[src/rtl/gpu_pkg.sv]
// gpu_pkg: dispatch state type, default count width and the block-count helper.
package gpu_pkg;
    localparam int TC_W_DEF = 8;
    typedef enum logic [1:0] {IDLE, RUN, DONE} disp_state_e;
    // Returns ceil(tc / tpb) for a power-of-two tpb without needing a divider.
    function automatic int block_count(input int tc, input int tpb);
        return (tc + tpb - 1) >> $clog2(tpb);
    endfunction
endpackage

[src/rtl/core_slot_sel.sv]
// core_slot_sel: lowest-index set-bit priority encoder.
//   req   : request vector, one bit per slot
//   idx   : index of the lowest set bit (0 when none)
//   valid : at least one bit of req is set
module core_slot_sel #(
    parameter int N  = 2,
    parameter int IW = (N > 1) ? $clog2(N) : 1
) (
    input  logic [N-1:0]  req,
    output logic [IW-1:0] idx,
    output logic          valid
);
    always_comb begin
        idx = '0;
        for (int i = N - 1; i >= 0; i--) idx = req[i] ? IW'(i) : idx;
        valid = |req;
    end
endmodule

[src/rtl/block_dispatcher.sv]
// block_dispatcher: splits a kernel launch into fixed-size blocks and hands them to idle cores.
//   clk, reset          : clock, synchronous active-high reset
//   start, thread_count : level launch request and total thread count
//   core_done           : per-core block-finished flag
//   core_start/core_reset/core_block_id/core_thread_count : per-core block assignment
//   done                : whole kernel retired
module block_dispatcher
    import gpu_pkg::*;
#(
    parameter int NUM_CORES         = 2,
    parameter int THREADS_PER_BLOCK = 4,
    parameter int TC_W              = TC_W_DEF
) (
    input  logic                      clk,
    input  logic                      reset,
    input  logic                      start,
    input  logic [TC_W-1:0]           thread_count,
    input  logic [NUM_CORES-1:0]      core_done,
    output logic [NUM_CORES-1:0]      core_start,
    output logic [NUM_CORES-1:0]      core_reset,
    output logic [NUM_CORES*TC_W-1:0] core_block_id,
    output logic [NUM_CORES*TC_W-1:0] core_thread_count,
    output logic                      done
);
    localparam int SW = (NUM_CORES > 1) ? $clog2(NUM_CORES) : 1;
    localparam int LOG_TPB = $clog2(THREADS_PER_BLOCK);
    localparam logic [TC_W:0] TPB = (TC_W + 1)'(THREADS_PER_BLOCK);

    disp_state_e               state_q, state_d;
    logic                      done_q, done_d;
    logic [NUM_CORES-1:0]      core_start_q, core_start_d;
    logic [NUM_CORES-1:0]      core_reset_q, core_reset_d;
    logic [NUM_CORES*TC_W-1:0] block_id_q, block_id_d;
    logic [NUM_CORES*TC_W-1:0] tcount_q, tcount_d;
    logic [TC_W-1:0]           tc_q, tc_d;
    logic [TC_W:0]             dispatched_q, dispatched_d;
    logic [TC_W:0]             bdone_q, bdone_d;
    logic [TC_W:0]             total_q, total_d;
    logic [NUM_CORES-1:0]      comp;
    logic [TC_W:0]             n_comp;
    logic [TC_W:0]             rem;
    logic [SW-1:0]             sel;
    logic                      sel_valid;

    core_slot_sel #(.N(NUM_CORES), .IW(SW)) u_sel (
        .req   (core_reset_q),
        .idx   (sel),
        .valid (sel_valid)
    );

    always_comb begin
        state_d      = state_q;
        done_d       = done_q;
        core_start_d = core_start_q;
        core_reset_d = core_reset_q;
        block_id_d   = block_id_q;
        tcount_d     = tcount_q;
        tc_d         = tc_q;
        dispatched_d = dispatched_q;
        bdone_d      = bdone_q;
        total_d      = total_q;
        // core_done only counts for cores actually running a block
        comp         = core_start_q & core_done;
        n_comp       = '0;
        for (int i = 0; i < NUM_CORES; i++) n_comp = n_comp + (TC_W + 1)'(comp[i]);
        // threads left from the next block onward; never exceeds tc_q while blocks remain
        rem          = {1'b0, tc_q} - (dispatched_q << LOG_TPB);
        case (state_q)
            IDLE: begin
                core_start_d = '0;
                core_reset_d = '1;
                done_d       = 1'b0;
                if (start) begin
                    tc_d         = thread_count;
                    total_d      = (TC_W + 1)'(block_count(int'(thread_count), THREADS_PER_BLOCK));
                    dispatched_d = '0;
                    bdone_d      = '0;
                    state_d      = RUN;
                end
            end
            RUN: begin
                core_start_d = core_start_q & ~comp;
                core_reset_d = core_reset_q | comp;
                bdone_d      = bdone_q + n_comp;
                // eligibility uses the registered core_reset, so a core freed this cycle waits one cycle
                if (sel_valid && dispatched_q < total_q) begin
                    core_start_d[sel]              = 1'b1;
                    core_reset_d[sel]              = 1'b0;
                    block_id_d[sel*TC_W +: TC_W]   = dispatched_q[TC_W-1:0];
                    tcount_d[sel*TC_W +: TC_W]     = (rem >= TPB) ? TPB[TC_W-1:0] : rem[TC_W-1:0];
                    dispatched_d                   = dispatched_q + 1'b1;
                end
                if (bdone_d == total_q) begin
                    state_d = DONE;
                    done_d  = 1'b1;
                end
            end
            DONE: begin
                core_start_d = '0;
                core_reset_d = '1;
                done_d       = start;
                state_d      = start ? DONE : IDLE;
            end
            default: state_d = IDLE;
        endcase
    end

    always_ff @(posedge clk) begin
        if (reset) begin
            state_q      <= IDLE;
            done_q       <= 1'b0;
            core_start_q <= '0;
            core_reset_q <= '1;
            block_id_q   <= '0;
            tcount_q     <= '0;
            tc_q         <= '0;
            dispatched_q <= '0;
            bdone_q      <= '0;
            total_q      <= '0;
        end else begin
            state_q      <= state_d;
            done_q       <= done_d;
            core_start_q <= core_start_d;
            core_reset_q <= core_reset_d;
            block_id_q   <= block_id_d;
            tcount_q     <= tcount_d;
            tc_q         <= tc_d;
            dispatched_q <= dispatched_d;
            bdone_q      <= bdone_d;
            total_q      <= total_d;
        end
    end

    assign core_start        = core_start_q;
    assign core_reset        = core_reset_q;
    assign core_block_id     = block_id_q;
    assign core_thread_count = tcount_q;
    assign done              = done_q;
endmodule

[config.mk]
export PLATFORM = sky130hd
export DESIGN_NAME = block_dispatcher
export DESIGN_NICKNAME = d
export VERILOG_FILES = /design/src/rtl/gpu_pkg.sv /design/src/rtl/core_slot_sel.sv /design/src/rtl/block_dispatcher.sv
export SDC_FILE = /design/constraint.sdc
export NUM_CORES = 1
export LEC_CHECK = 0
export ABC_CLOCK_PERIOD_IN_PS = 3260
export BUFFER_PORTS_ARGS = -buffer_cell sky130_fd_sc_hd__buf_2
export CELL_PAD_IN_SITES_DETAIL_PLACEMENT = 0
export CELL_PAD_IN_SITES_GLOBAL_PLACEMENT = 1
export CORE_UTILIZATION = 43
export CTS_CLUSTER_DIAMETER = 100
export CTS_CLUSTER_SIZE = 12
export DETAILED_ROUTE_END_ITERATION = 8
export PLACE_DENSITY = 0.8
export SLEW_MARGIN = 20
export SYNTH_ARGS = -nofsm -noshare
export SYNTH_HDL_FRONTEND = slang
export SYNTH_SLANG_ARGS = --single-unit
[constraint.sdc]
create_clock -name clk -period 3.26 [get_ports clk]
set_input_delay 0.326 -clock clk [delete_from_list [all_inputs] [get_ports clk]]
set_output_delay 0.326 -clock clk [all_outputs]
set_load 0.05 [all_outputs]
# ---- Yosys cells after proc, flatten, opt, wreduce, memory -nomap -nowiden
# Index checks and enable logic that the tools add are counted.
dict set report op_classes {
  n_div 0
  n_bitwise 7
  reduce_logical 14
  shift 3
  n_mux 21
  n_eq_ne 6
  multipliers 0
  magnitude_cmp 4
  n_addsub 7
}
# cell n
set ops {}
lappend ops {{8-bit by 34-bit variable part select with 16-bit output} 2}
lappend ops {{9-bit one-hot mux with 2 select lines} 2}
lappend ops {{4-bit negator with 34-bit output} 1}
lappend ops {{8-bit by 34-bit variable shift with 16-bit output, first input constant} 1}
lappend ops {{16-bit bitwise mux} 2}
lappend ops {{9-bit 2-to-1 mux} 2}
lappend ops {{2-bit 2-to-1 mux} 5}
lappend ops {{2-bit AND reduction} 5}
lappend ops {{9-bit by 1-bit subtractor with 10-bit output, second input constant} 1}
lappend ops {{8-bit by 3-bit adder with 9-bit output, second input constant} 1}
lappend ops {{9-bit by 1-bit adder with 9-bit output, second input constant} 1}
lappend ops {{9-bit by 2-bit adder with 9-bit output} 1}
lappend ops {{9-bit equality test} 1}
lappend ops {{9-bit by 3-bit >= comparator with 1-bit output, second input constant} 1}
lappend ops {{9-bit less-than comparator} 1}
lappend ops {{8-bit by 9-bit subtractor with 9-bit output} 1}
lappend ops {{8-bit 2-to-1 mux} 1}
lappend ops {{2-bit one-hot mux with 2 select lines} 2}
lappend ops {{2-bit AND} 3}
lappend ops {{2-bit inequality test, second input constant} 3}
lappend ops {{2-bit one-hot mux with 3 select lines} 1}
lappend ops {{1-bit 2-to-1 mux} 4}
lappend ops {{2-bit NOT} 2}
lappend ops {{2-bit OR} 2}
lappend ops {{other kinds (13)} 16}
dict set report word_totals {
  latch_bits 0
  ram_bits 0
  reg_bits 74
  wordCells 72
  romBits 0
  out_inout_bits 37
  inputBits 13
  memories 0
}

# ---- Longest topological paths before layout
dict set report depth {
  word_depth 10
  mapped_depth 10
  mapped_depth_nobuf 10
}

# ---- Cells and area by module
# A second synthesis with hierarchy kept.
dict set report unflattened {
  cells_unflattened 436
  hier_area_um2 3708.6
}
# module n_inst cells_per_inst area_each_um2
set by_module_without_submodules {}
lappend by_module_without_submodules {block_dispatcher 1 434 3696.0}
lappend by_module_without_submodules {core_slot_sel 1 2 12.5}

# ---- Worst setup path after synthesis
# OpenSTA, ideal clock, no wires.
dict set report synth_timing {
  path_type {flip-flop to flip-flop}
  startpoint {register core_start_q[0] (netlist: core_start[0])}
  endpoint {register state_q[0]}
  setup_slack_ns 0.561
  arrival_time_ns 2.581
  path_buffers 1
  path_stages_with_launch 11
  cell_sequence {dfxtp_1 -> and2_1 -> fa_1 -> ha_1 -> clkbuf_1 -> nand3_1 -> or3_1 -> o2111ai_1 -> a211oi_2 -> o21a_1 -> o221a_2}
}
dict set report synth_via {
  elab_chain_cells 6
}
# element line
set synth_rtl {}
lappend synth_rtl {{from (decl)} block_dispatcher.sv:31} ;# logic [NUM_CORES-1:0] core_start_q, core_start_d;
lappend synth_rtl {{from (signal assigned)} block_dispatcher.sv:123} ;# core_start_q <= core_start_d;
lappend synth_rtl {{2-bit AND} block_dispatcher.sv:63} ;# comp = core_start_q & core_done;
lappend synth_rtl {{1-bit by 1-bit adder with 2-bit output} block_dispatcher.sv:65} ;# for (int i = 0; i < NUM_CORES; i++) n_comp = n_comp + (TC_W + 1)'(comp[i]);
lappend synth_rtl {{9-bit by 2-bit adder with 9-bit output} block_dispatcher.sv:84} ;# bdone_d = bdone_q + n_comp;
lappend synth_rtl {{9-bit equality test} block_dispatcher.sv:93} ;# if (bdone_d == total_q) begin
lappend synth_rtl {{2-bit inequality test (no source line)} n/a}
lappend synth_rtl {{2-bit AND reduction (no source line)} n/a}
lappend synth_rtl {{to (signal assigned)} block_dispatcher.sv:121} ;# state_q <= state_d;
lappend synth_rtl {{to (decl)} block_dispatcher.sv:29} ;# disp_state_e state_q, state_d;
# No other way between the ends.
# A chain may end at the register's enable or synchronous reset.

# ---- Final worst setup path
# Ends and elaborated chain as after synthesis.

==> results.cfg <==
[routing]
first_iter_violations = 92
via_per_inst = 5.41
route.detailed.drc = 0
wirelength_um = 9040
ant_nets = 0
drtPass1Iterations = 4
wl_per_cell_um = 14.7
vias = 3337

[cts]
htreeDepth = 3
cts_tree = yes
cts_setup_buffers = 0
path_clk_slew_ps = 90
clkSinkCount = 72
clk_path_buf_depth = 2
holdBufCountCts = 0
cts_root_buffer = clkbuf_8
cts.repair.resized = 0
clock_latency_ps = 360
cts_made_buffers = 9

[sta]
period_share = 0.792
slew_viol_final = 0
slew_headroom = 0.580
final.setup.tns_ps = 0
final-hold-violation-count = 0
period_minus_slack_ps = 2580
worstMarginPinSlew_ps = 631
setup_violations = 0
postLayoutSetupSlackWorst_ps = 677
finClkSkew_ps = 11.9
rsz0062_at_grt = false
clock.fmax_mhz = 387

[job]
cap_viol_max_count = 0

[critical_path]
cp_max_fo = 8
r2r_setup_slack_ps = 680
start_kind = flop
end_kind = flop
arrival_ps = 2840
r2r_start = core_start[0]$_SDFFE_PP0P_
worstSetupPathType = reg2reg
r2r_end = state_q[0]$_SDFFE_PP0P_
worstPathRequired_ps = 3520
r2r_cells = 9

[floorplanning]
die_h_um = 96.9
die_w_um = 96.9
num_rows = 34
io_pins = 50
initial_utilization = 0.444
die-area_um2 = 9400
core_area_um2 = 8720

[cells_and_area]
layout_commonest_cell = dfxtp_1
area_growth_pct = 13.6
fin_nets = 537
diodes = 0
layout_common_cells = dfxtp_1 (72), nor2_1 (59), buf_2 (49)
layout-drive-gt1-share = 0.171

[grt]
antenna_found_initial = 0
grt_max_degree = 53
grt_pass1_vias = 3160
grt_overflow_total = 0
grt.total_usage = 0.200
grt_first_pass_wirelength_um = 15300

[yosys]
synth_seq_cells = 72
synthesis.area_um2 = 3880
syn_nets = 493
yosysWarnings = 0
synthArstFlopShare = 0
synth-edff-count = 0
synth_cells = 460
synthFlopType = dfxtp_1
synth-seq-area-share = 0.372
synthDistinctLibCells = 58
syn_avg_cell_area_um2 = 8.43

[outcome]
status = finished, final reports clean

[min_path]
hp-start = thread_count[1]
worstHoldEndpoint = tc_q[1]$_SDFFE_PP0P_
hold_class = in2reg
holdPathStages = 3

[placed_design]
numPortBuffers = 49
place.gp.congestion = 0.847
place_worst_setup_slack_ps = 532
hpwl_um = 6500

[pwr]
vdd_drop_max_uv = 263
leakage_nw = 1.74
power_density_nw_per_um2 = 675
## critical path: stages (launching register included)
cell,delay (ps)
dfxtp_1,310
and2_1,170
fa_1,450
ha_1,300
nand3_1,240
or3_1,150
o2111ai_1,120
a211oi_2,410
nor2_1,80
o221a_2,270
## state kept, by name, indices dropped and copies added (netlist names), 2 cells and up
name,flops
tc_q,8
dispatched_q,9
core_start,2
core_reset,2
bdone_q,9
core_thread_count,16
core_block_id,16
state_q,2
total_q,7
## layer usage
metal | wire length, um | GRT usage
met5 | 0 | 0
met4 | 104 | 0.0413
met2 | 4270 | 0.336
met3 | 292 | 0.0499
met1 | 4380 | 0.259
## worst max-delay path by stage
stage | startpoint | slack [ps] | to
floorplan | core_start[0]$_SDFFE_PP0P_ | 560 | state_q[0]$_SDFFE_PP0P_
global placement | core_done[0] | 600 | state_q[0]$_SDFFE_PP0P_
detailed placement | core_done[0] | 530 | state_q[0]$_SDFFE_PP0P_
CTS | core_start[0]$_SDFFE_PP0P_ | 680 | state_q[0]$_SDFFE_PP0P_
global route | core_start[0]$_SDFFE_PP0P_ | 480 | state_q[0]$_SDFFE_PP0P_
finish | core_start[0]$_SDFFE_PP0P_ | 680 | state_q[0]$_SDFFE_PP0P_
## report_power, final
part | internal (W) | switching, W | total (W)
logic | 0.000411 | 0.000718 | 0.00113
registers | 0.000957 | 0.0000758 | 0.00103
clock network | 0.000439 | 0.000369 | 0.000808
total | 0.00181 | 0.00116 | 0.00297
## metrics by stage
stage / instance area, um2 / total power [W] / utilization / instances / hold slack [ps]
finish: 4400 / 0.00297 / 0.505 / 617 / 225
global route: 4400 / 0.00316 / 0.505 / 617 / 223
CTS: 4400 / 0.00299 / 0.505 / 617 / 220
detailed placement: 4180 / 0.00218 / 0.479 / 601 / 421
global placement: 4180 / 0.00216 / 0.479 / 601 / 418
floorplan: 3880 / 0.00191 / - / 460 / 408
## cell families (layout without fill, tap and decap cells)
kind of cell	after synthesis	count (layout)	share of synthesized area
xor+xnor	13	13	0.0294
flops	72	72	0.372
buf+inv	53	102	0.0652
compound gates	108	108	0.196
simple gates	172	172	0.212
mux	22	22	0.0571
fa+ha+maj	20	20	0.0684
## final cells by class
type                    count  area, um2
clock buffers               9        124
multi-input cells         335       2180
fillers                   838       4320
repair buffers             58        313
clock inverters             7        101
well taps                 108        135
inverters                  28        105
flip-flops and latches     72       1440
## synthesized netlist by cell type, drive strengths merged, types with 2 or more instances
| master | count | share of area |
|---|---|---|
| o22ai | 2 | 0.0032 |
| clkbuf | 18 | 0.025 |
| o32ai | 4 | 0.0090 |
| nand4 | 2 | 0.0032 |
| o211ai | 2 | 0.0039 |
| nor4 | 2 | 0.0032 |
| a211oi | 7 | 0.015 |
| a21o | 8 | 0.017 |
| ha | 18 | 0.058 |
| or4 | 3 | 0.0058 |
| o21a | 5 | 0.0097 |
| and2 | 19 | 0.031 |
| and4 | 2 | 0.0048 |
| xor2 | 7 | 0.016 |
| o31ai | 3 | 0.0058 |
| nor3 | 9 | 0.012 |
| o21bai | 2 | 0.0039 |
| or3 | 6 | 0.0097 |
| a21oi | 32 | 0.041 |
| mux2i | 21 | 0.054 |
| nand3 | 15 | 0.019 |
| and3 | 2 | 0.0032 |
| nor2 | 59 | 0.057 |
| xnor2 | 6 | 0.014 |
| nand2 | 38 | 0.037 |
| a2111oi | 2 | 0.014 |
| fa | 2 | 0.010 |
| buf | 6 | 0.011 |
| inv | 28 | 0.027 |
| o21ai | 21 | 0.027 |
| a221oi | 2 | 0.0045 |
| nor2b | 5 | 0.0081 |
| a31oi | 7 | 0.011 |
| nand2b | 5 | 0.0081 |
| dfxtp | 72 | 0.37 |
| o221a | 3 | 0.0087 |
| o21ba | 2 | 0.0052 |
Power figures use the tool's default switching activity.
